## config.mk

```make
export PLATFORM = sky130hd
export DESIGN_NAME = fsmc_master_flat
export DESIGN_NICKNAME = d
export VERILOG_FILES = /design/src/rtl/fsmc_master_if.sv /design/src/rtl/fsmc_master.sv /design/src/flat_wrapper.sv
export SDC_FILE = /design/constraint.sdc
export NUM_CORES = 1
export LEC_CHECK = 0
export ABC_AREA = 0
export BUFFER_PORTS_ARGS = -buffer_cell sky130_fd_sc_hd__buf_2
export CORE_ASPECT_RATIO = 1.4
export CORE_MARGIN = 2
export CORE_UTILIZATION = 46
export DETAILED_ROUTE_END_ITERATION = 8
export PLACE_DENSITY_LB_ADDON = 0.3
export SYNTH_ARGS = -nofsm -noshare
export SYNTH_HDL_FRONTEND = slang
export SYNTH_SLANG_ARGS = --single-unit
```

## constraint.sdc

```tcl
create_clock -name clk -period 2 [get_ports clk]
set_clock_uncertainty 0.05 [all_clocks]
set_input_delay 0 -clock clk [delete_from_list [all_inputs] [get_ports clk]]
set_output_delay 0 -clock clk [all_outputs]
set_load 0.05 [all_outputs]
```

## src/rtl/fsmc_master_if.sv

```systemverilog
// FSMC master interface bundle: request/response handshake plus the split parallel bus.
//   req_valid/req_ready/req_op/req_data : single-word request channel
//   rsp_valid/rsp_data                  : read response (one-cycle pulse, data held)
//   busy                                : master not idle
//   nce/noe/nwe/ale/cle                 : bus strobes
//   data_o/data_oe/data_i               : split data pins (tristate built outside)
interface fsmc_master_if;
  logic        req_valid;
  logic        req_ready;
  logic [1:0]  req_op;
  logic [15:0] req_data;
  logic        rsp_valid;
  logic [15:0] rsp_data;
  logic        busy;
  logic        nce;
  logic        noe;
  logic        nwe;
  logic        ale;
  logic        cle;
  logic [15:0] data_o;
  logic        data_oe;
  logic [15:0] data_i;

  modport master (
    input  req_valid, req_op, req_data, data_i,
    output req_ready, rsp_valid, rsp_data, busy,
    output nce, noe, nwe, ale, cle, data_o, data_oe
  );

  modport slave (
    output req_valid, req_op, req_data, data_i,
    input  req_ready, rsp_valid, rsp_data, busy,
    input  nce, noe, nwe, ale, cle, data_o, data_oe
  );
endinterface

```

## src/rtl/fsmc_master.sv

```systemverilog
// FSMC-style bus initiator. Accepts one request at a time and runs it through
// SETUP -> STROBE -> HOLD (-> TURN for reads) with programmable cycle counts.
//   clk     : clock
//   reset_l : asynchronous active-low reset
//   bus     : fsmc_master_if.master (request/response channel and bus pins)
module fsmc_master #(
  parameter int unsigned SETUP  = 2,
  parameter int unsigned STROBE = 4,
  parameter int unsigned HOLD   = 2,
  parameter int unsigned TURN   = 2
) (
  input  logic          clk,
  input  logic          reset_l,
  fsmc_master_if.master bus
);

  typedef enum logic [2:0] {StIdle, StSetup, StStrobe, StHold, StTurn} state_e;

  localparam logic [1:0] OpWrite = 2'b00;
  localparam logic [1:0] OpAddr  = 2'b01;
  localparam logic [1:0] OpRead  = 2'b10;
  localparam logic [1:0] OpCmd   = 2'b11;

  // Counter reload values: a state lasting N cycles loads N-1 on entry.
  localparam logic [3:0] SetupLd  = 4'(SETUP - 1);
  localparam logic [3:0] StrobeLd = 4'(STROBE - 1);
  localparam logic [3:0] HoldLd   = 4'(HOLD - 1);
  localparam logic [3:0] TurnLd   = 4'(TURN - 1);

  state_e      r_state, w_state_d;
  logic [3:0]  r_cnt, w_cnt_d;
  logic [1:0]  r_op;
  logic [15:0] r_data;
  logic        w_accept;
  logic        w_cnt_zero;

  logic        r_req_ready, r_rsp_valid, r_nce, r_noe, r_nwe, r_ale, r_cle, r_data_oe;
  logic [15:0] r_rsp_data, r_data_o;
  logic        w_req_ready_d, w_rsp_valid_d, w_nce_d, w_noe_d, w_nwe_d, w_ale_d, w_cle_d;
  logic        w_data_oe_d, w_rsp_capture, w_active, w_write;
  logic [1:0]  w_op_nxt;
  logic [15:0] w_data_nxt, w_data_o_d;

  assign w_cnt_zero = (r_cnt == 4'd0);

  // State register, counter, request latch and registered outputs
  always_ff @(posedge clk or negedge reset_l) begin
    if (!reset_l) begin
      r_state     <= StIdle;
      r_cnt       <= 4'd0;
      r_op        <= OpWrite;
      r_data      <= 16'h0000;
      r_req_ready <= 1'b0;
      r_rsp_valid <= 1'b0;
      r_rsp_data  <= 16'h0000;
      r_nce       <= 1'b1;
      r_noe       <= 1'b1;
      r_nwe       <= 1'b1;
      r_ale       <= 1'b0;
      r_cle       <= 1'b0;
      r_data_o    <= 16'h0000;
      r_data_oe   <= 1'b0;
    end else begin
      r_state     <= w_state_d;
      r_cnt       <= w_cnt_d;
      r_op        <= w_op_nxt;
      r_data      <= w_data_nxt;
      r_req_ready <= w_req_ready_d;
      r_rsp_valid <= w_rsp_valid_d;
      if (w_rsp_capture) r_rsp_data <= bus.data_i;
      r_nce       <= w_nce_d;
      r_noe       <= w_noe_d;
      r_nwe       <= w_nwe_d;
      r_ale       <= w_ale_d;
      r_cle       <= w_cle_d;
      r_data_o    <= w_data_o_d;
      r_data_oe   <= w_data_oe_d;
    end
  end

  // Next-state and counter
  always_comb begin
    w_state_d = r_state;
    w_cnt_d   = r_cnt;
    w_accept  = 1'b0;
    unique case (r_state)
      StIdle: begin
        if (bus.req_valid && r_req_ready) begin
          w_accept  = 1'b1;
          w_state_d = StSetup;
          w_cnt_d   = SetupLd;
        end
      end
      StSetup: begin
        if (w_cnt_zero) begin
          w_state_d = StStrobe;
          w_cnt_d   = StrobeLd;
        end else begin
          w_cnt_d = r_cnt - 4'd1;
        end
      end
      StStrobe: begin
        if (w_cnt_zero) begin
          w_state_d = StHold;
          w_cnt_d   = HoldLd;
        end else begin
          w_cnt_d = r_cnt - 4'd1;
        end
      end
      StHold: begin
        if (w_cnt_zero) begin
          if ((r_op == OpRead) && (TURN > 0)) begin
            w_state_d = StTurn;
            w_cnt_d   = TurnLd;
          end else begin
            w_state_d = StIdle;
          end
        end else begin
          w_cnt_d = r_cnt - 4'd1;
        end
      end
      StTurn: begin
        if (w_cnt_zero) w_state_d = StIdle;
        else            w_cnt_d   = r_cnt - 4'd1;
      end
      default: w_state_d = StIdle;
    endcase
  end

  // Output next values are decoded from the next state so the registered pins
  // change on the same edge the state does. On the accept edge the request
  // latch is not yet loaded, so the incoming op/data are used directly.
  always_comb begin
    w_op_nxt      = w_accept ? bus.req_op   : r_op;
    w_data_nxt    = w_accept ? bus.req_data : r_data;
    w_active      = (w_state_d == StSetup) || (w_state_d == StStrobe) || (w_state_d == StHold);
    w_write       = (w_op_nxt != OpRead);
    w_nce_d       = !w_active;
    w_nwe_d       = !((w_state_d == StStrobe) && w_write);
    w_noe_d       = !((w_state_d == StStrobe) && !w_write);
    w_ale_d       = w_active && (w_op_nxt == OpAddr);
    w_cle_d       = w_active && (w_op_nxt == OpCmd);
    w_data_oe_d   = w_active && w_write;
    w_data_o_d    = w_active ? w_data_nxt : r_data_o;
    w_req_ready_d = (w_state_d == StIdle);
    // Last STROBE cycle of a read: sample the bus and flag the response.
    w_rsp_capture = (r_state == StStrobe) && w_cnt_zero && (r_op == OpRead);
    w_rsp_valid_d = w_rsp_capture;
  end

  assign bus.req_ready = r_req_ready;
  assign bus.rsp_valid = r_rsp_valid;
  assign bus.rsp_data  = r_rsp_data;
  assign bus.busy      = (r_state != StIdle);
  assign bus.nce       = r_nce;
  assign bus.noe       = r_noe;
  assign bus.nwe       = r_nwe;
  assign bus.ale       = r_ale;
  assign bus.cle       = r_cle;
  assign bus.data_o    = r_data_o;
  assign bus.data_oe   = r_data_oe;

  always_ff @(posedge clk) begin
    assert ((SETUP >= 1) && (SETUP <= 15) && (STROBE >= 1) && (STROBE <= 15) &&
            (HOLD >= 1) && (HOLD <= 15) && (TURN <= 15))
      else $error("fsmc_master: timing parameter out of range");
    assert (r_noe || r_nwe) else $error("fsmc_master: noe and nwe low together");
    assert (!(r_data_oe && !r_noe)) else $error("fsmc_master: data_oe while noe low");
    assert (!(r_ale && r_cle)) else $error("fsmc_master: ale and cle high together");
  end

endmodule

```

## src/flat_wrapper.sv

```systemverilog
// flat-port wrapper written by rule: the top's interface ports become plain ports
module fsmc_master_flat 
#(
  parameter int unsigned SETUP  = 2,
  parameter int unsigned STROBE = 4,
  parameter int unsigned HOLD   = 2,
  parameter int unsigned TURN   = 2
)
  (clk, reset_l, bus_req_valid, bus_req_op, bus_req_data, bus_data_i, bus_req_ready, bus_rsp_valid, bus_rsp_data, bus_busy, bus_nce, bus_noe, bus_nwe, bus_ale, bus_cle, bus_data_o, bus_data_oe);
  fsmc_master_if bus_i ();
  input  logic clk;
  input  logic reset_l;
  input wire logic [$bits(bus_i.req_valid)-1:0] bus_req_valid;
  input wire logic [$bits(bus_i.req_op)-1:0] bus_req_op;
  input wire logic [$bits(bus_i.req_data)-1:0] bus_req_data;
  input wire logic [$bits(bus_i.data_i)-1:0] bus_data_i;
  output wire logic [$bits(bus_i.req_ready)-1:0] bus_req_ready;
  output wire logic [$bits(bus_i.rsp_valid)-1:0] bus_rsp_valid;
  output wire logic [$bits(bus_i.rsp_data)-1:0] bus_rsp_data;
  output wire logic [$bits(bus_i.busy)-1:0] bus_busy;
  output wire logic [$bits(bus_i.nce)-1:0] bus_nce;
  output wire logic [$bits(bus_i.noe)-1:0] bus_noe;
  output wire logic [$bits(bus_i.nwe)-1:0] bus_nwe;
  output wire logic [$bits(bus_i.ale)-1:0] bus_ale;
  output wire logic [$bits(bus_i.cle)-1:0] bus_cle;
  output wire logic [$bits(bus_i.data_o)-1:0] bus_data_o;
  output wire logic [$bits(bus_i.data_oe)-1:0] bus_data_oe;
  assign bus_i.req_valid = bus_req_valid;
  assign bus_i.req_op = bus_req_op;
  assign bus_i.req_data = bus_req_data;
  assign bus_i.data_i = bus_data_i;
  assign bus_req_ready = bus_i.req_ready;
  assign bus_rsp_valid = bus_i.rsp_valid;
  assign bus_rsp_data = bus_i.rsp_data;
  assign bus_busy = bus_i.busy;
  assign bus_nce = bus_i.nce;
  assign bus_noe = bus_i.noe;
  assign bus_nwe = bus_i.nwe;
  assign bus_ale = bus_i.ale;
  assign bus_cle = bus_i.cle;
  assign bus_data_o = bus_i.data_o;
  assign bus_data_oe = bus_i.data_oe;
  fsmc_master #(.SETUP(SETUP), .STROBE(STROBE), .HOLD(HOLD), .TURN(TURN)) u_core (.clk(clk), .reset_l(reset_l), .bus(bus_i));
endmodule
```

==> results.sh <==
export IMPL_power_mw=7.49
export IMPL_required_ps=2170
export IMPL_synth_ff_type="dfrtp_1"
export IMPL_placed_area_um2=3290
export IMPL_ys_seq_elements=65
export IMPL_leakagePower_nw=1.89
export IMPL_nFillCells=435
export IMPL_finalWeightedCongestion=0.803
export IMPL_crit_path_max_fanout=8
export IMPL_syn_area_per_cell_um2=15.1
export IMPL_tns_ps=0
export IMPL_power_switching_mw=3.24
export IMPL_synthTopCellsByArea="dfrtp_1 56%, mux2_2 9.4%, mux2_1 6.5%, mux2_4 5.4%, dfstp_2 2.8%"
export IMPL_diodes=0
export IMPL_period_share=0.984
export IMPL_first_pass_iters=4
export IMPL_switching_share=0.433
export IMPL_routed_wl_mm=5.59
export IMPL_nets=350
export IMPL_grt_setup_unrepaired="false"
export IMPL_critical_path_top_delay_family="flip-flops"
export IMPL_yosysUniqueCellTypes=45
export IMPL_async_reset_ff_frac=1.00
export IMPL_cts_tree="built"
export IMPL_synth_most_common_cell="dfrtp_1"
export IMPL_grt_util_all_layers=0.178
export IMPL_seq_power_share=0.301
export IMPL_drive_above_1_share=0.487
export IMPL_final_hold_viol_count=0
export IMPL_antenna_found_initial=0
export IMPL_drv_slew=0
export IMPL_syn_inst=183
export IMPL_die_w_um=69.6
export IMPL_htreeDepth=3
export IMPL_use_met1=0.206
export IMPL_io_pins=78
export IMPL_vias=1915
export IMPL_setup_violations=0
export IMPL_slew_headroom=0.695
export IMPL_outcome="complete, no violations"
export IMPL_initial_core_util=0.475
export IMPL_post_route_min_period_ps=1970
export IMPL_insertion_delay_ps=340
export IMPL_drc=0
export IMPL_dieHeight_um=95.8
export IMPL_max_freq_ghz=0.508
export IMPL_io_buffer_count=77
export IMPL_yosysWarnings=0
export IMPL_num_rows=33
export IMPL_grt_use_met3=0.0492
export IMPL_synth_fp_nets=221
export IMPL_yosysTopAreaCellShare=0.561
export IMPL_grt_pass1_vias=1906
export IMPL_grt_max_degree=38
export IMPL_wl_per_cell_um=14.5
export IMPL_clk_pin_slew_ps=60
export IMPL_power_density_nw_per_um2=1920
export IMPL_critical_path_max_stage_delay_ps=480
export IMPL_comb_power_share=0.539
export IMPL_grt_busiest_layer="met2"
export IMPL_area_delta_synth_final_pct=41.2
export IMPL_synth_seq_area_share=0.589
export IMPL_drt_iter0_drc=81
export IMPL_hpwl_mm=3.61
export IMPL_clock_sinks=65
export IMPL_use_met2=0.302
export IMPL_drv_cap=0
export IMPL_syn_cell_area_um2=2770
export IMPL_hold_path_class="input port to flip-flop"
export IMPL_cts_buffer_depth=2
export IMPL_end_kind="flip-flop"
export IMPL_cts_made_buffers=9
export IMPL_core_area_um2=5820
export IMPL_ys_top_cells_by_count="62 x dfrtp_1, 23 x mux2_2, 16 x mux2_1"
export IMPL_crit_type="flip-flop to flip-flop"
export IMPL_cts_root_buffer="clkbuf_8"
export IMPL_finalInstanceArea_um2=3910
export IMPL_synth_edff_count=0
export IMPL_postRouteAntennaNets=0
export IMPL_start_kind="flip-flop"
export IMPL_p_clk_frac=0.160
export IMPL_yosysTopAreaCell="dfrtp_1"
export IMPL_vdd_drop_max_v=0.00101
export IMPL_crit_path_cell_trace="buf_12 -> and4bb_4 -> a221oi_4 -> clkbuf_16 -> mux2_4"
export IMPL_slowest_stage="dfrtp_1"
export IMPL_crit_arrival_ps=2140
export IMPL_grt_overflow=0
export IMPL_tightest_slew_ps=458
export IMPL_intPower_mw=4.25
export IMPL_critical_path_buf_inv_count=2
export IMPL_holdWs_ps=94.4
export IMPL_die_area_um2=6660
export IMPL_grt_pass1_wl_mm=9.08
export IMPL_routed_via_density=4.96
==> routing by layer <==
metal | routed length, um | share of wire | vias to the layer above
met5 | 0 | 0 | -
met4 | 125 | 0.022 | 0
met3 | 239 | 0.043 | 9
met2 | 3010 | 0.54 | 45
met1 | 2210 | 0.40 | 942
li1 | - | - | 919
==> logic make-up after synthesis <==
kind of cell    Yosys count  share of synthesized area
compound gates           20                     0.0583
fa+ha+maj                 1                    0.00452
buf+inv                  13                     0.0357
flops                    65                      0.589
mux                      51                      0.220
simple gates             33                     0.0922
==> timing repair <==
item                                    in CTS  in global routing
buffers inserted                             0                  2
hold buffers                                35                  0
endpoints found under the hold margin      116                  0
endpoints found under the setup margin       0                 11
gates resized for setup                      0                  3
==> power by group through the flow <==
stage	Sequential [mW]	Combinational [mW]	Clock, mW
floorplan	3.55	1.74	0
global placement	2.26	3.78	0
detailed placement	2.27	3.83	0
CTS	2.26	3.88	1.22
global route	2.33	4.27	1.28
finish	2.25	4.03	1.20
==> path summary, 6_finish.rpt <==
kind / startpoint / end / slack [ps] / cells past startpoint
worst min register to register: u_core.bus.rsp_data[12] / u_core.bus.rsp_data[12] / 430 / 1
worst max-delay path: u_core.r_state[1] / u_core.bus.data_o[7] / 30 / 5
worst max register to register: u_core.r_state[1] / u_core.bus.data_o[7] / 30 / 5
max in group asynchronous: reset_l / u_core.bus.nce / 1350 / 3
min in group asynchronous: reset_l / u_core.bus.rsp_valid / 150 / 3
worst min-delay path: bus_req_valid / u_core.r_state[0] / 90 / 3
==> worst register-to-register path, cell delays in order (launching register included) <==
cell and delay (ps):
dfrtp_1 480, buf_12 190, and4bb_4 210, a221oi_4 380, clkbuf_16 240, mux2_4 290
==> flip-flops by register name (all words and copies together), names as in the netlist <==
name                  cells
u_core.bus.data_o        16
u_core.bus.rsp_data      16
u_core.r_data            16
u_core.r_cnt              4
u_core.r_state            3
u_core.r_op               2
u_core.bus.ale            1
u_core.bus.cle            1
u_core.bus.data_oe        1
u_core.bus.nce            1
u_core.bus.noe            1
u_core.bus.nwe            1
u_core.bus.req_ready      1
u_core.bus.rsp_valid      1
==> area by class of cell <==
type,instances,area (um2),share of cell area
Tap cell,70,87.6,0.0224
Sequential cell,65,1630,0.417
Multi-Input combinational cell,105,1060,0.272
Timing Repair Buffer,125,888,0.227
Inverter,6,27.5,0.00704
Clock buffer,12,145,0.0371
Clock inverter,3,65.1,0.0166
==> metrics by stage <==
stage | instances | util | worst slack, ps
after floorplan | 183 | - | 9.60
after global placement | 333 | 0.565 | 87.3
after detailed placement | 333 | 0.565 | 78.2
after CTS | 383 | 0.661 | 56.7
after global routing | 386 | 0.671 | 1.39
final | 386 | 0.671 | 31.9
==> layout by cell type, fill, tap and decap left out, types with 2 or more instances in the layout <==
cell           instances
buf_2                 77
dfrtp_1               61
dlygate4sd3_1         35
mux2_2                23
mux2_1                16
mux2_4                10
clkbuf_8              10
buf_4                  9
nor2_1                 5
inv_1                  4
nand2_1                4
a21oi_1                4
nand2b_1               4
buf_12                 3
dfstp_2                3
inv_4                  2
mux2i_1                2
nand3b_1               2
nor3_1                 2
or3b_2                 2
and2_1                 2
o211ai_1               2
a32o_1                 2
a31oi_1                2
bufinv_16              2
clkbuf_1               2
(Power assumes the default switching activity.)
